$ cat config.mk
export PLATFORM = sky130hd
export DESIGN_NAME = seg7_scan_ctrl_flat
export DESIGN_NICKNAME = d
export VERILOG_FILES = /design/src/rtl/seg7_pkg.sv /design/src/rtl/seg7_scan_ctrl_if.sv /design/src/rtl/seg7_decode.sv /design/src/rtl/seg7_scan_ctrl.sv /design/src/flat_wrapper.sv
export SDC_FILE = /design/constraint.sdc
export NUM_CORES = 1
export LEC_CHECK = 0
export BUFFER_PORTS_ARGS = -buffer_cell sky130_fd_sc_hd__buf_2
export CAP_MARGIN = 20
export CORE_MARGIN = 2
export CORE_UTILIZATION = 55
export CTS_CLUSTER_DIAMETER = 100
export DETAILED_ROUTE_END_ITERATION = 10
export PLACE_DENSITY_LB_ADDON = 0.25
export SLEW_MARGIN = 20
export SYNTH_ARGS = -nofsm -noshare
export SYNTH_HDL_FRONTEND = slang
export SYNTH_SLANG_ARGS = --single-unit
$ cat constraint.sdc
create_clock -name CLK -period 6 [get_ports CLK]
set_input_delay 0.3 -clock CLK [delete_from_list [all_inputs] [get_ports CLK]]
set_output_delay 0.3 -clock CLK [all_outputs]
set_load 0.005 [all_outputs]
$ cat src/rtl/seg7_pkg.sv
// Shared 7-segment definitions: glyph constants, LED bit positions and scan FSM encoding.
// Used by seg7_decode, seg7_scan_ctrl and other display blocks.
package seg7_pkg;

    // Glyphs are {A,B,C,D,E,F,G}; on the LED bus they occupy bits [7:1]
    localparam logic [6:0] SEG_0    = 7'b1111110;
    localparam logic [6:0] SEG_1    = 7'b0110000;
    localparam logic [6:0] SEG_2    = 7'b1101101;
    localparam logic [6:0] SEG_3    = 7'b1111001;
    localparam logic [6:0] SEG_4    = 7'b0110011;
    localparam logic [6:0] SEG_5    = 7'b1011011;
    localparam logic [6:0] SEG_6    = 7'b1011111;
    localparam logic [6:0] SEG_7    = 7'b1110000;
    localparam logic [6:0] SEG_8    = 7'b1111111;
    localparam logic [6:0] SEG_9    = 7'b1111011;
    localparam logic [6:0] SEG_DASH = 7'b0000001;
    localparam logic [6:0] SEG_OFF  = 7'b0000000;

    localparam int unsigned SEG_A_BIT  = 7;
    localparam int unsigned SEG_G_BIT  = 1;
    localparam int unsigned SEG_DP_BIT = 0;

    localparam logic [1:0] ST_OFF   = 2'd0;
    localparam logic [1:0] ST_BLANK = 2'd1;
    localparam logic [1:0] ST_SHOW  = 2'd2;

    // Digit idx is a leading zero when it and every digit to its left are 0; digit0 never is
    function automatic logic lz_blank(input logic [15:0] digits, input logic [1:0] idx);
        case (idx)
            2'd3:    return digits[15:12] == 4'h0;
            2'd2:    return digits[15:8] == 8'h00;
            2'd1:    return digits[15:4] == 12'h000;
            default: return 1'b0;
        endcase
    endfunction

endpackage

$ cat src/rtl/seg7_scan_ctrl_if.sv
// Bus between the counter datapath / board pins and seg7_scan_ctrl.
// BLINK_MASK exists only when SCAN_BLINK_EN is defined.
interface seg7_scan_ctrl_if;
    logic        EN;
    logic [15:0] DIGITS;
    logic [3:0]  DP_IN;
    logic        BLANK_LZ;
`ifdef SCAN_BLINK_EN
    logic [3:0]  BLINK_MASK;
`endif
    logic [7:0]  LED;
    logic [3:0]  SA;
    logic        FRAME_TICK;

`ifdef SCAN_BLINK_EN
    modport master (output EN, DIGITS, DP_IN, BLANK_LZ, BLINK_MASK,
                    input  LED, SA, FRAME_TICK);
    modport slave  (input  EN, DIGITS, DP_IN, BLANK_LZ, BLINK_MASK,
                    output LED, SA, FRAME_TICK);
`else
    modport master (output EN, DIGITS, DP_IN, BLANK_LZ,
                    input  LED, SA, FRAME_TICK);
    modport slave  (input  EN, DIGITS, DP_IN, BLANK_LZ,
                    output LED, SA, FRAME_TICK);
`endif
endinterface

$ cat src/rtl/seg7_decode.sv
// Combinational 4-bit code to {A..G} glyph; codes 10-15 render as a dash.
module seg7_decode
    import seg7_pkg::*;
(
    input  logic [3:0] i_code,
    output logic [6:0] o_seg
);

    always_comb begin
        o_seg = SEG_DASH;
        case (i_code)
            4'd0:    o_seg = SEG_0;
            4'd1:    o_seg = SEG_1;
            4'd2:    o_seg = SEG_2;
            4'd3:    o_seg = SEG_3;
            4'd4:    o_seg = SEG_4;
            4'd5:    o_seg = SEG_5;
            4'd6:    o_seg = SEG_6;
            4'd7:    o_seg = SEG_7;
            4'd8:    o_seg = SEG_8;
            4'd9:    o_seg = SEG_9;
            default: o_seg = SEG_DASH;
        endcase
    end

endmodule

$ cat src/rtl/seg7_scan_ctrl.sv
// Scans 4 snapshotted BCD digits onto one shared segment bus with a blank gap per slot.
// Optional digit blinking is built when SCAN_BLINK_EN is defined.
module seg7_scan_ctrl
    import seg7_pkg::*;
#(
    parameter int unsigned SCAN_DIV     = 5000,
    parameter int unsigned BLANK_CYC    = 50
`ifdef SCAN_BLINK_EN
    ,
    parameter int unsigned BLINK_FRAMES = 64
`endif
) (
    input  logic             CLK,
    input  logic             RESET,
    seg7_scan_ctrl_if.slave  bus
);

    localparam int unsigned CW = $clog2(SCAN_DIV);
    localparam logic [CW-1:0] CNT_LAST       = CW'(SCAN_DIV - 1);
    localparam logic [CW-1:0] CNT_BLANK_LAST = CW'(BLANK_CYC - 1);

    logic [1:0]    r_state, w_state_nxt;
    logic [1:0]    r_idx, w_idx_nxt;
    logic [CW-1:0] r_cnt, w_cnt_nxt;
    logic [15:0]   r_snap;
    logic [3:0]    r_dp;
    logic          w_snap_load;
    logic          w_frame_end;
    logic [7:0]    r_led, w_led_nxt;
    logic [3:0]    r_sa, w_sa_nxt;
    logic          r_tick, w_tick_nxt;
    logic [3:0]    w_code;
    logic [6:0]    w_glyph;
    logic          w_lz;
    logic          w_dark;

    always_comb begin
        w_state_nxt = r_state;
        w_idx_nxt   = r_idx;
        w_cnt_nxt   = r_cnt;
        w_snap_load = 1'b0;
        w_frame_end = 1'b0;
        if (!bus.EN) begin
            w_state_nxt = ST_OFF;
            w_idx_nxt   = 2'd0;
            w_cnt_nxt   = '0;
        end else begin
            case (r_state)
                ST_OFF: begin
                    w_state_nxt = ST_BLANK;
                    w_idx_nxt   = 2'd0;
                    w_cnt_nxt   = '0;
                    w_snap_load = 1'b1;
                end
                ST_BLANK: begin
                    w_cnt_nxt = r_cnt + CW'(1);
                    if (r_cnt == CNT_BLANK_LAST)
                        w_state_nxt = ST_SHOW;
                end
                ST_SHOW: begin
                    if (r_cnt == CNT_LAST) begin
                        w_state_nxt = ST_BLANK;
                        w_cnt_nxt   = '0;
                        w_idx_nxt   = r_idx + 2'd1;
                        // Wrapping back to digit0 starts a new frame with a fresh snapshot
                        if (r_idx == 2'd3) begin
                            w_snap_load = 1'b1;
                            w_frame_end = 1'b1;
                        end
                    end else begin
                        w_cnt_nxt = r_cnt + CW'(1);
                    end
                end
                default: begin
                    w_state_nxt = ST_OFF;
                    w_idx_nxt   = 2'd0;
                    w_cnt_nxt   = '0;
                end
            endcase
        end
    end

`ifdef SCAN_BLINK_EN
    localparam int unsigned FW = (BLINK_FRAMES > 1) ? $clog2(BLINK_FRAMES) : 1;
    logic [FW-1:0] r_frames;
    logic          r_phase_on;

    always_ff @(posedge CLK) begin
        if (RESET) begin
            r_frames   <= '0;
            r_phase_on <= 1'b1;
        end else if (w_frame_end) begin
            if (r_frames == FW'(BLINK_FRAMES - 1)) begin
                r_frames   <= '0;
                r_phase_on <= ~r_phase_on;
            end else begin
                r_frames <= r_frames + FW'(1);
            end
        end
    end

    // Phase only flips on a frame wrap (entry to BLANK), so SHOW cycles see a settled value
    assign w_dark = !r_phase_on && bus.BLINK_MASK[w_idx_nxt];
`else
    assign w_dark = 1'b0;
`endif

    // Snapshot is stable whenever the next state is SHOW, so it feeds the decoder directly
    assign w_code = r_snap[{w_idx_nxt, 2'b00} +: 4];
    assign w_lz   = bus.BLANK_LZ && lz_blank(r_snap, w_idx_nxt);

    seg7_decode u_decode (
        .i_code (w_code),
        .o_seg  (w_glyph)
    );

    always_comb begin
        w_led_nxt  = '0;
        w_sa_nxt   = '0;
        w_tick_nxt = 1'b0;
        if (w_state_nxt == ST_SHOW) begin
            w_sa_nxt                       = 4'b0001 << w_idx_nxt;
            w_led_nxt[SEG_A_BIT:SEG_G_BIT] = w_lz ? SEG_OFF : w_glyph;
            w_led_nxt[SEG_DP_BIT]          = r_dp[w_idx_nxt];
            if (w_dark)
                w_led_nxt = '0;
            w_tick_nxt = (w_idx_nxt == 2'd3) && (w_cnt_nxt == CNT_LAST);
        end
    end

    always_ff @(posedge CLK) begin
        if (RESET) begin
            r_state <= ST_OFF;
            r_idx   <= 2'd0;
            r_cnt   <= '0;
            r_snap  <= '0;
            r_dp    <= '0;
            r_led   <= '0;
            r_sa    <= '0;
            r_tick  <= 1'b0;
        end else begin
            r_state <= w_state_nxt;
            r_idx   <= w_idx_nxt;
            r_cnt   <= w_cnt_nxt;
            if (w_snap_load) begin
                r_snap <= bus.DIGITS;
                r_dp   <= bus.DP_IN;
            end
            r_led   <= w_led_nxt;
            r_sa    <= w_sa_nxt;
            r_tick  <= w_tick_nxt;
        end
    end

    assign bus.LED        = r_led;
    assign bus.SA         = r_sa;
    assign bus.FRAME_TICK = r_tick;

endmodule

$ cat src/flat_wrapper.sv
// flat-port wrapper written by rule: the top's interface ports become plain ports
module seg7_scan_ctrl_flat import seg7_pkg::*;
#(
    parameter int unsigned SCAN_DIV     = 5000,
    parameter int unsigned BLANK_CYC    = 50

)
  (CLK, RESET, bus_EN, bus_DIGITS, bus_DP_IN, bus_BLANK_LZ, bus_LED, bus_SA, bus_FRAME_TICK);
  seg7_scan_ctrl_if bus_i ();
  input  logic CLK;
  input  logic RESET;
  input wire logic [$bits(bus_i.EN)-1:0] bus_EN;
  input wire logic [$bits(bus_i.DIGITS)-1:0] bus_DIGITS;
  input wire logic [$bits(bus_i.DP_IN)-1:0] bus_DP_IN;
  input wire logic [$bits(bus_i.BLANK_LZ)-1:0] bus_BLANK_LZ;
  output wire logic [$bits(bus_i.LED)-1:0] bus_LED;
  output wire logic [$bits(bus_i.SA)-1:0] bus_SA;
  output wire logic [$bits(bus_i.FRAME_TICK)-1:0] bus_FRAME_TICK;
  assign bus_i.EN = bus_EN;
  assign bus_i.DIGITS = bus_DIGITS;
  assign bus_i.DP_IN = bus_DP_IN;
  assign bus_i.BLANK_LZ = bus_BLANK_LZ;
  assign bus_LED = bus_i.LED;
  assign bus_SA = bus_i.SA;
  assign bus_FRAME_TICK = bus_i.FRAME_TICK;
  seg7_scan_ctrl #(.SCAN_DIV(SCAN_DIV), .BLANK_CYC(BLANK_CYC)) u_core (.CLK(CLK), .RESET(RESET), .bus(bus_i));
endmodule
==> reports/summary.txt, run 1 <==
status: complete, no violations
WHS: 0.2058 ns
clk sinks: 50
reg2reg setup slack: 2.69 ns
Final WS setup: 2.691 ns
Netlist cell types: 54
skew final: 0.01154 ns
r2r endpoint: u_core.bus.LED[3]$_SDFF_PP0_
Clock Root Buffer: clkbuf_8
# port buffers: 36
Hold Path End: u_core.r_snap[13]$_SDFFE_PP0P_
Post-CTS Setup Bufs: 0
Initial Utilization: 0.5748
critical path data required time: 6.20 ns
vias in the first global route: 1,916
Resized Gates After CTS: 0
Die X: 71.92 µm
Worst Tran Pin Value: 0.7118 ns
crit path max-delay cell type: nor4_1
hold path cells: 3
Hold Crit Class: in2reg
Clk Latency, worst-skew pair: 0.32 ns
Avg Cell Area, Syn: 8.966 µm²
Die Y: 71.92 µm
Final Non-Filler Cells: 372
Crit. End Element: flip-flop
Synthesized Nets: 320
FP Rows: 24
final non-filler cell area: 0.002856 mm²
via count: 2,150
Pre-antenna DRT Iters: 4
total chip power: 0.6132 mW
Cells after Synth: 283
Layout Area Growth over Synthesis: 12.57%
flip-flop and latch area: 0.001001 mm²
Filler cells: 376
switching share of power: 0.2604
clock buffer depth: 2
fin nets: 356
Seq/Total Area, Yosys: 0.3945
fin crit share: 0.5515
Pint: 0.4535 mW
clock transition at the registers of the reported paths: 0.11 ns
CTS buffer count: 5
final core utilization: 0.6471
number of synthesized flops with an enable pin: 0
Reg2Reg Depth: 11
dpl ws: 2.835 ns
CP Class: reg2reg
initial antenna violation count: 0
Slew Limit Headroom: 0.5211
CP peak stage delay: 0.66 ns
clock power share: 0.343
unrepaired setup endpoints after global routing: no
Die ar.: 0.005172 mm²
post-DR wirelength/cell: 14.69 µm
multi-input logic area: 0.001453 mm²
Max Fanout on Critical Path: 8
switching power: 0.1597 mW
Power per Cell Area: 214.7 mW/mm²
critical hold path startpoint: bus_DIGITS[13]
register bit total from synthesis: 50
async set or reset register ratio after synthesis: 0
Max rail drop VDD: 0.0001994 V
critical path cell sequence: nor4_1 > nand4_1 > a21oi_1 > mux2_2 > nor2_1 > nor2_1 > inv_1 > ha_1 > a221o_1 > o211ai_1 > a21oi_1
# IOs: 37
Core Area: 0.004414 mm²
max_cap viols: 0
Max Clk Rate: 302.2 MHz
drt total wl: 5464 µm
first-pass GRT wire length: 9052 µm
initial drt markers: 157
fraction of layout cells with a size suffix above 1: 0.1813
setup violators final: 0
Post-DP HPWL: 4044 µm
Hold Buf Count CTS: 0
Final min period: 3.309 ns
Via density: 5.780
CP startpoint kind: flip-flop
Synth Flop Type: dfxtp_1
# DRC: 0
CTS tree: done
RR Startpoint: u_core.r_cnt[6]$_SDFF_PP0_
synth warn: 0
# diodes: 0
placed cells: 364
Pins Over Slew Limit: 0
CP Launch Point: u_core.r_cnt[6]$_SDFF_PP0_
Comb power frac: 0.091
Hold Violations, Final: 0
GPL Wtd Cong: 0.9447
setup_tns: 0 ns
H-tree Lvls: 2
Final ANT Viol Nets: 0
placed cell area: 0.002759 mm²
synthesized cell area: 0.002537 mm²
GRT Util Overall: 0.2219
Critical Path AT: 3.51 ns
largest net degree at the start of global routing: 26
LEAKAGE: 1.237 nW
sequential share of power: 0.567
grt ovf: 0
layer usage:
metal / track usage / up-vias / part of all wire
met5: 0 / - / 0
met4: 0.05031 / 0 / 0.0079
met3: 0.05417 / 5 / 0.072
met2: 0.3169 / 67 / 0.42
met1: 0.3377 / 992 / 0.50
li1: - / 1086 / -
layout make-up:
class | instances | share of cell area
multi-input cells | 212 | 0.5085
well taps | 52 | 0.02278
repair buffers | 38 | 0.06833
clock inverters | 3 | 0.01007
flip-flops and latches | 50 | 0.3504
clock buffers | 5 | 0.02409
inverters | 12 | 0.01577
worst max-delay path by stage:
| stage | to | slack (ns) | depth (start not counted) |
|---|---|---|---|
| 6_report | u_core.bus.LED[3]$_SDFF_PP0_ | 2.69 | 11 |
| 5_1_grt | u_core.bus.LED[3]$_SDFF_PP0_ | 2.45 | 11 |
| 4_1_cts | u_core.bus.LED[3]$_SDFF_PP0_ | 2.75 | 11 |
| 3_5_place_dp | u_core.bus.LED[3]$_SDFF_PP0_ | 2.84 | 11 |
| 3_3_place_gp | u_core.bus.LED[7]$_SDFF_PP0_ | 3.04 | 8 |
| 2_1_floorplan | u_core.bus.LED[3]$_SDFF_PP0_ | 3.25 | 11 |
cell families (layout without fill, tap and decap cells):
| kind of cell | count (synthesis) | after routing | synth area share |
|---|---|---|---|
| AND/OR/NAND/NOR | 119 | 119 | 0.2466 |
| flip-flops | 50 | 50 | 0.3945 |
| AO/OA/AOI/OAI | 46 | 46 | 0.1297 |
| multiplexers | 25 | 25 | 0.09960 |
| buffers and inverters | 21 | 58 | 0.03452 |
| adder cells (fa/ha/maj) | 13 | 13 | 0.06410 |
| XOR/XNOR | 9 | 9 | 0.03106 |
critical path: cells and delay by family, from the launching register on:
| kind | cells | cell delay, ns |
|---|---|---|
| compound gates | 4 | 1.02 |
| fa+ha+maj | 1 | 0.24 |
| buf+inv | 1 | 0.15 |
| flops | 1 | 0.36 |
| mux | 1 | 0.28 |
| simple gates | 4 | 1.15 |
Yosys cell counts, drive strengths merged, types with 4 or more instances:
library cell | instances | area [µm²]
a21oi | 10 | 50.05
ha | 13 | 162.7
buf | 4 | 23.77
nand3 | 6 | 30.03
and3 | 4 | 25.02
nor2 | 41 | 153.9
nand4 | 11 | 68.82
clkbuf | 5 | 18.77
nor3 | 6 | 30.03
nand2 | 20 | 75.07
o211ai | 5 | 42.54
nor4 | 7 | 50.05
xor2 | 5 | 43.79
dfxtp | 50 | 1001
mux2i | 23 | 230.2
and2 | 4 | 25.02
o21ai | 8 | 40.04
o22ai | 5 | 31.28
inv | 12 | 45.04
xnor2 | 4 | 35.03
power by group through the flow:
stage | logic (mW) | registers (mW) | clock network (mW)
3_5_place_dp | 0.0549 | 0.355 | 0
6_report | 0.0556 | 0.347 | 0.210
2_1_floorplan | 0.0391 | 0.353 | 0
5_1_grt | 0.0618 | 0.349 | 0.226
3_3_place_gp | 0.0541 | 0.355 | 0
4_1_cts | 0.0553 | 0.347 | 0.217
layout by cell type, fill, tap and decap left out, drive strengths merged, types with 2 or more instances in the layout:
| cell | count |
|---|---|
| dfxtp | 50 |
| nor2 | 41 |
| buf | 38 |
| mux2i | 23 |
| nand2 | 20 |
| inv | 14 |
| ha | 13 |
| nand4 | 11 |
| a21oi | 10 |
| o21ai | 8 |
| nor4 | 7 |
| nor3 | 6 |
| nand3 | 6 |
| o22ai | 5 |
| xor2 | 5 |
| clkbuf | 5 |
| o211ai | 5 |
| and2 | 4 |
| and3 | 4 |
| xnor2 | 4 |
| and4 | 3 |
| a21boi | 3 |
| nand2b | 3 |
| a21o | 3 |
| nor4bb | 2 |
| mux2 | 2 |
| a22oi | 2 |
| or4 | 2 |
| a31o | 2 |
| or3 | 2 |
state kept, by name, summed over array words and instances (netlist names):
name and count:
u_core.r_snap 16, u_core.r_cnt 13, u_core.bus.LED 8, u_core.bus.SA 4, u_core.r_dp 4, u_core.r_idx 2, u_core.r_state 2, u_core.bus.FRAME_TICK 1
No activity file was read; power rests on OpenSTA's default activity.
==> run 2: changes to the inputs <==
ABC_AREA = 1   (was unset)
clock period = 3.43 ns   (was 6 ns; I/O delays follow)
==> run 2 against run 1 <==
  * Clock power rose by 96%
  * Clock skew fell by 0.0070 ns
  * Synthesized area down 0.54%
  * First-iteration DRC count is 34% lower
  * Final cell count rose by 16%
  * Fmax rose by 28%
  * Largest power group unchanged
==> reports/summary.txt, run 2 <==
status: complete, no violations
critical path data required time: 3.67 ns
vias in the first global route: 1,963
final non-filler cell area: 0.002848 mm²
flip-flop and latch area: 0.001001 mm²
synthesized cell area: 0.002524 mm²
Die ar.: 0.005147 mm²
Critical Path AT: 2.82 ns
clock buffer depth: 2
Post-DP HPWL: 3720 µm
synth cell count leaders: 53 x nand2_1, 53 x nor2_1, 50 x dfxtp_1
initial drt markers: 103
Avg Cell Area, Syn: 7.379 µm²
number of synthesized flops with an enable pin: 0
Hold Buf Count CTS: 0
H-tree Lvls: 2
Final WS setup: 0.8507 ns
Netlist cell types: 33
synth warn: 0
Synth Flop Type: dfxtp_1
total chip power: 1.134 mW
initial antenna violation count: 0
FP Rows: 24
# diodes: 0
fraction of layout cells with a size suffix above 1: 0.1878
Synthesized Nets: 379
Core Area: 0.004384 mm²
setup_tns: 0 ns
via count: 2,143
Clock Root Buffer: clkbuf_8
post-DR wirelength/cell: 11.18 µm
CP startpoint kind: flip-flop
setup violators final: 0
placed cell area: 0.002735 mm²
Die Y: 71.74 µm
Filler cells: 392
Final min period: 2.579 ns
Pre-antenna DRT Iters: 4
Layout Area Growth over Synthesis: 12.84%
Resized Gates After CTS: 0
GPL Wtd Cong: 0.9169
post-synth top area cell: dfxtp_1
async set or reset register ratio after synthesis: 0
Crit. End Element: flip-flop
Synth area leaders: dfxtp_1 40%, nand2_1 7.9%, nor2_1 7.9%
skew final: 0.004527 ns
clk sinks: 50
Pins Over Slew Limit: 0
grt ovf: 0
Max Fanout on Critical Path: 12
GRT Util Overall: 0.2025
Hold Crit Class: in2reg
fin nets: 415
first-pass GRT wire length: 8273 µm
CTS buffer count: 5
Via density: 4.984
dpl ws: 0.8977 ns
Clk Latency, worst-skew pair: 0.30 ns
Post-CTS Setup Bufs: 0
register bit total from synthesis: 50
Seq/Total Area, Yosys: 0.3966
clock transition at the registers of the reported paths: 0.08 ns
CTS tree: done
Largest register FFs: 16
final core utilization: 0.6495
multi-input logic area: 0.001305 mm²
LEAKAGE: 1.298 nW
max_cap viols: 0
Die X: 71.74 µm
Cells after Synth: 342
most frequent cells in the layout: 53 x nor2_1, 53 x nand2_1, 50 x dfxtp_1
fin crit share: 0.7520
CP Class: reg2reg
Initial Utilization: 0.5756
Max rail drop VDD: 0.0003897 V
Max Clk Rate: 387.7 MHz
Power per Cell Area: 398.3 mW/mm²
Slew Limit Headroom: 0.6404
Hold Violations, Final: 0
drt total wl: 4808 µm
most flop-heavy register: u_core.r_snap
share of the synthesized area in the top cell type: 0.3966
Worst Tran Pin Value: 0.5381 ns
Final ANT Viol Nets: 0
# DRC: 0
# port buffers: 36
# IOs: 37
largest net degree at the start of global routing: 22
unrepaired setup endpoints after global routing: no
## run 2: cell types whose count changed after synthesis, sizes merged, moves of 9 or more
cell / previous run / this run
nand2: 20 / 65
o21ai: 8 / 26
inv: 12 / 45
a21oi: 10 / 19
nand3: 6 / 27
mux2i: 23 / 0
nor2: 41 / 56
## run 2: cells by family after synthesis
| group | after synthesis | synth area share |
|---|---|---|
| buf+inv | 55 | 0.08627 |
| xor+xnor | 8 | 0.02777 |
| compound gates | 48 | 0.1026 |
| simple gates | 168 | 0.3223 |
| fa+ha+maj | 13 | 0.06445 |
| flops | 50 | 0.3966 |
## run 2: layer usage
metal | track usage | vias up | wire (µm)
li1 | - | 1160 | -
met1 | 0.2601 | 922 | 2307
met2 | 0.3323 | 53 | 2213
met3 | 0.04641 | 8 | 196
met4 | 0.07547 | 0 | 91
met5 | 0 | - | 0
## run 2: final cells by class
cell class,count,share of cell area
flip-flops and latches,50,0.3515
clock buffers,6,0.02900
clock inverters,1,0.01054
well taps,52,0.02285
repair buffers,37,0.06591
inverters,47,0.06195
multi-input cells,237,0.4583
## run 2: path summary, 6_finish.rpt
kind	startpoint	cells after the start	endpoint	slack, ns
hold / removal	bus_DP_IN[0]	3	u_core.r_dp[0]$_SDFFE_PP0P_	0.12
setup reg to reg	u_core.r_cnt[0]$_SDFF_PP0_	17	u_core.bus.LED[4]$_SDFF_PP0_	0.85
hold reg to reg	u_core.r_snap[2]$_SDFFE_PP0P_	2	u_core.r_snap[2]$_SDFFE_PP0P_	0.47
setup / recovery	u_core.r_cnt[0]$_SDFF_PP0_	17	u_core.bus.LED[4]$_SDFF_PP0_	0.85
## run 2: per-stage QoR
step	hold slack (ns)	instances
2_1_floorplan	0.2439	342
3_3_place_gp	0.4178	423
3_5_place_dp	0.4233	423
4_1_cts	0.1077	430
5_1_grt	0.1239	430
6_report	0.1176	430
## run 2: power by group
group | leakage [nW] | switching [mW] | internal [mW]
clock | 0.0573 | 0.177 | 0.233
combinational | 0.833 | 0.0700 | 0.0437
sequential | 0.408 | 0.0107 | 0.599
## run 2: worst max-delay path, stage by stage (launching register included)
cell,delay (ns)
dfxtp_1,0.40
ha_1,0.21
nand2_1,0.09
nor2_2,0.16
nand2_1,0.09
nand2_2,0.10
nand2_2,0.07
nand3_2,0.06
nand2_2,0.16
inv_2,0.14
nand2_1,0.06
nand2_1,0.18
inv_1,0.10
ha_1,0.31
nand3b_1,0.18
nand3_1,0.10
nand2_1,0.05
nor2_1,0.07
